==> src/rtl/better_neighbor_scan.sv <==
// Scans a neighbour-cost memory and records the indices of neighbours cheaper than the current solution.
// Optional macro SCAN_TIE_BETTER_EN makes equal-cost neighbours count as better.
module better_neighbor_scan #(
    parameter int unsigned DATA_W    = 16,
    parameter int unsigned BUF_DEPTH = 16
) (
    input  logic                         clock,
    input  logic                         nreset,
    input  logic                         start_scan,
    input  logic [DATA_W-1:0]            neighbor_total,
    input  logic [DATA_W-1:0]            current_cost,
    output logic                         mem_rd,
    output logic [DATA_W-1:0]            mem_addr,
    input  logic [DATA_W-1:0]            mem_data,
    output logic [DATA_W-1:0]            better_neighbor_count,
    output logic                         done_scan,
    input  logic [$clog2(BUF_DEPTH)-1:0] buf_index,
    output logic [DATA_W-1:0]            buf_addr
);

    localparam int unsigned AW = $clog2(BUF_DEPTH);
    localparam logic [DATA_W-1:0] DEPTH_VAL = DATA_W'(BUF_DEPTH);
    localparam logic [DATA_W-1:0] ONE       = DATA_W'(1);

    typedef enum logic [1:0] {
        IDLE = 2'd0,
        READ = 2'd1,
        CMP  = 2'd2,
        DONE = 2'd3
    } state_t;

    state_t            state;
    state_t            next_state;
    logic [DATA_W-1:0] idx;
    logic [DATA_W-1:0] total_q;
    logic [DATA_W-1:0] cost_q;
    logic              last;
    logic              better;
    logic              store;
    logic [DATA_W-1:0] slots [BUF_DEPTH];

    // total_q is never 0 outside IDLE/DONE, so total_q-1 cannot wrap while in CMP
    assign last = (idx == (total_q - ONE));

`ifdef SCAN_TIE_BETTER_EN
    assign better = (mem_data <= cost_q);
`else
    assign better = (mem_data < cost_q);
`endif

    assign store    = (state == CMP) && better && (better_neighbor_count != DEPTH_VAL);
    assign mem_rd   = (state == READ);
    assign buf_addr = slots[buf_index];

    always_ff @(posedge clock or negedge nreset) begin
        if (!nreset) begin
            state <= IDLE;
        end else begin
            state <= next_state;
        end
    end

    always_comb begin
        next_state = state;
        case (state)
            IDLE: begin
                if (start_scan) begin
                    next_state = (neighbor_total == '0) ? DONE : READ;
                end
            end
            READ:    next_state = CMP;
            CMP:     next_state = last ? DONE : READ;
            DONE:    next_state = IDLE;
            default: next_state = IDLE;
        endcase
    end

    always_ff @(posedge clock or negedge nreset) begin
        if (!nreset) begin
            idx                   <= '0;
            total_q               <= '0;
            cost_q                <= '0;
            mem_addr              <= '0;
            better_neighbor_count <= '0;
            done_scan             <= 1'b0;
        end else begin
            // Registered from DONE so the pulse lands one edge after the FSM reaches DONE
            done_scan <= (state == DONE);
            case (state)
                IDLE: begin
                    if (start_scan) begin
                        idx                   <= '0;
                        total_q               <= neighbor_total;
                        cost_q                <= current_cost;
                        better_neighbor_count <= '0;
                        if (neighbor_total != '0) begin
                            mem_addr <= '0;
                        end
                    end
                end
                CMP: begin
                    if (store) begin
                        better_neighbor_count <= better_neighbor_count + ONE;
                    end
                    if (!last) begin
                        idx      <= idx + ONE;
                        mem_addr <= idx + ONE;
                    end
                end
                default: begin
                end
            endcase
        end
    end

    // Index storage is deliberately left unreset
    always_ff @(posedge clock) begin
        if (store) begin
            slots[better_neighbor_count[AW-1:0]] <= idx;
        end
    end

endmodule

==> config.mk <==
export PLATFORM = sky130hd
export DESIGN_NAME = better_neighbor_scan
export DESIGN_NICKNAME = d
export VERILOG_FILES = /design/src/rtl/better_neighbor_scan.sv
export SDC_FILE = /design/constraint.sdc
export NUM_CORES = 1
export LEC_CHECK = 0
export CAP_MARGIN = 10
export CORE_MARGIN = 1.5
export CORE_UTILIZATION = 55
export DETAILED_ROUTE_END_ITERATION = 7
export MAX_ROUTING_LAYER = met4
export PLACE_DENSITY = 0.75
export SLEW_MARGIN = 20
export SYNTH_ARGS = -nofsm -noshare
export SYNTH_HDL_FRONTEND = slang
export SYNTH_SLANG_ARGS = --single-unit
==> constraint.sdc <==
create_clock -name clock -period 4 [get_ports clock]
set_input_delay 0.8 -clock clock [delete_from_list [all_inputs] [get_ports clock]]
set_output_delay 0.8 -clock clock [all_outputs]
set_load 0.05 [all_outputs]
==> impl_metrics.env <==
export IMPL_status="finished, final reports clean"
export IMPL_grt_overflow_total=0
export IMPL_crit_required_ps=3200
export IMPL_insertion_delay_ps=530
export IMPL_p_per_area_nw_per_um2=545
export IMPL_cts_tree="done"
export IMPL_met3_usage_pct=3.50
export IMPL_portBuffers=104
export IMPL_crit_path_start_kind="primary input"
export IMPL_num_io_pins=105
export IMPL_cts_buffer_depth=3
export IMPL_grt_use_total_pct=25.0
export IMPL_leakagePower_nw=6.36
export IMPL_ys_types=58
export IMPL_cp_top_family="multiplexers"
export IMPL_use_met2_pct=39.7
export IMPL_drtAntennaViolNets=0
export IMPL_period_needed_ps=3410
export IMPL_finClkSkew_ps=28.7
export IMPL_multi_input_area_um2=4430
export IMPL_path_max_fanout=13
export IMPL_drc=0
export IMPL_top_usage_layer="met2"
export IMPL_max_freq_ghz=0.293
export IMPL_mostFrequentLayoutCell="edfxtp_1"
export IMPL_ys_warn_count=0
export IMPL_finalWirelength_um=31500
export IMPL_grt_pass1_vias=8494
export IMPL_regToRegStartpoint="better_neighbor_count[0]"
export IMPL_cap_violations=0
export IMPL_drt_iter0_drc=836
export IMPL_viasPerCell=6.12
export IMPL_grt_pass1_wl_um=49100
export IMPL_pre_cts_ws_ps=347
export IMPL_ir_drop_mv=0.400
export IMPL_tns_ps=0
export IMPL_nets=1103
export IMPL_cts_buffers=35
export IMPL_die_h_um=165
export IMPL_fp_row_count=59
export IMPL_endpoint_kind="primary output"
export IMPL_critPathMaxStageDelay_ps=530
export IMPL_slew_headroom_pct=37.5
export IMPL_crit_buf_inv=3
export IMPL_core_area_um2=25900
export IMPL_chipWidth_um=165
export IMPL_r2r_cells=9
export IMPL_crit_top_cell="buf_4"
export IMPL_hold_viol_final=0
export IMPL_setup_slack_ps=586
export IMPL_crit_type="primary input to primary output"
export IMPL_start_util_pct=55.8
export IMPL_wl_per_cell_um=22.7
export IMPL_antenna_found_initial=0
export IMPL_rsz0062_at_grt="false"
export IMPL_layout_common_cells="256 x edfxtp_1, 87 x nand2_1, 85 x clkdlybuf4s50_1"
export IMPL_cts_hold_buf=0
export IMPL_setup_viol=0
export IMPL_clkTransAtPathRegs_ps=60
export IMPL_ctsResizeCount=0
export IMPL_seqCellArea_um2=9760
export IMPL_cts_setup_buffers=0
export IMPL_syn_inst=894
export IMPL_n_antenna_cell=0
export IMPL_maxSlewViolCount=0
export IMPL_dr_pass1_iters=5
export IMPL_hold_path_class="primary input to async pin"
export IMPL_cp_arrival_ps=2610
export IMPL_crit_slowest_cell="mux4_2"
export IMPL_async_reset_ff_share_pct=24.5
export IMPL_utilization_pct=66.6
export IMPL_ys_ff_latch=339
export IMPL_post_route_period_util_pct=85.3
export IMPL_worst_slew_pin_slew_ps=938
export IMPL_fillers=1746
export IMPL_h_tree_depth=2
export IMPL_cts_sink_count=339
export IMPL_met1_usage_pct=34.8
export IMPL_dp_hpwl_um=20400
export IMPL_avgSynthCellArea_um2=16.2
export IMPL_synth_edf_count=256
export IMPL_grt_max_degree=61
export IMPL_synthesis_nets=970
export IMPL_drive_gt1_share_pct=19.5
export IMPL_syn_to_final_growth_pct=19.2
export IMPL_place_congestion=0.874
export IMPL_cts_root_buf="clkbuf_16"
export IMPL_regToRegEndpoint="slots[2][12]"
export IMPL_ys_flop_type="edfxtp_1"
export IMPL_die_area_um2=27300
export IMPL_ys_seq_area_share_pct=67.5
export IMPL_vias=8495
export IMPL_r2r_slack_ps=1060
export IMPL_path_cells="buf_4 -> buf_4 -> mux4_2 -> mux4_2 -> buf_4"
export IMPL_syn_cell_area_um2=14500
==> report_power, final <==
part	internal (W)	switching [W]	leakage (nW)
Clock	0.00205	0.00133	0.591
Combinational	0.000665	0.00111	2.28
Sequential	0.00403	0.000214	3.48
Total	0.00674	0.00265	6.36
==> cells in the mapped netlist (all sizes together) (11+ instances only) <==
| cell type | number | area [um^2] |
|---|---|---|
| edfxtp | 256 | 7690 |
| nand2 | 87 | 327 |
| dfrtp | 83 | 2080 |
| mux4 | 80 | 1800 |
| nor2 | 36 | 135 |
| clkbuf | 28 | 105 |
| o21ai | 25 | 125 |
| and3 | 24 | 150 |
| inv | 23 | 86.3 |
| xnor2 | 23 | 201 |
| buf | 21 | 98.8 |
| ha | 21 | 263 |
| xor2 | 19 | 166 |
| nand3 | 17 | 85.1 |
| a22o | 14 | 123 |
| nand4 | 13 | 87.6 |
| a32o | 12 | 120 |
| nor3 | 12 | 60.1 |
| a21oi | 11 | 55.1 |
==> worst reg2reg max path: cells and delay by family (launching register included) <==
family | cells | cell delay, ps
buf+inv | 3 | 680
compound gates | 2 | 520
simple gates | 3 | 640
fa+ha+maj | 1 | 300
flops | 1 | 460
==> through the flow <==
stage	hold slack (ps)	total power, W	instances	instance area, um^2
2_1_floorplan	447	0.00550	894	14500
3_3_place_gp	465	0.00602	1325	16000
3_5_place_dp	468	0.00606	1325	16000
4_1_cts	395	0.00941	1389	17200
5_1_grt	431	0.00977	1389	17200
6_report	366	0.00939	1389	17200
==> registers in the layout, summed over array words and instances, names as in the netlist <==
name / flops
slots: 256
better_neighbor_count: 16
cost_q: 16
idx: 16
mem_addr: 16
total_q: 16
state: 2
done_scan: 1
==> worst max path at each step <==
| stage | start | end | slack [ps] | cells after the start |
|---|---|---|---|---|
| after floorplan | mem_data[13] | slots[3][0] | 220 | 7 |
| after global placement | mem_data[9] | slots[15][10] | 420 | 10 |
| after detailed placement | mem_data[9] | slots[5][14] | 350 | 10 |
| after CTS | buf_index[0] | buf_addr[11] | 570 | 5 |
| after global routing | buf_index[0] | buf_addr[9] | 510 | 5 |
| final | buf_index[0] | buf_addr[11] | 590 | 5 |
==> logic make-up (layout without fill, tap and decap cells) <==
kind of cell	Yosys count	count (layout)	synth area share [%]
xor+xnor	42	42	2.54
buf+inv	72	232	2.01
flops	339	339	67.5
simple gates	234	234	8.11
fa+ha+maj	21	21	1.82
mux	85	85	12.8
compound gates	101	101	5.23
==> final cells by class <==
class	count	share of cell area (%)
tap	335	2.43
clock buffer	48	5.90
sequential	339	56.6
multi-input combinational	483	25.7
inverter	23	0.501
timing repair buffer	145	7.75
clock inverter	16	1.11
==> metal layers <==
layer	up-vias	wire, um
met4	0	504
met2	330	15500
li1	3751	-
met1	4369	13700
met5	-	0
met3	45	1890
Power figures use the tool's default switching activity.
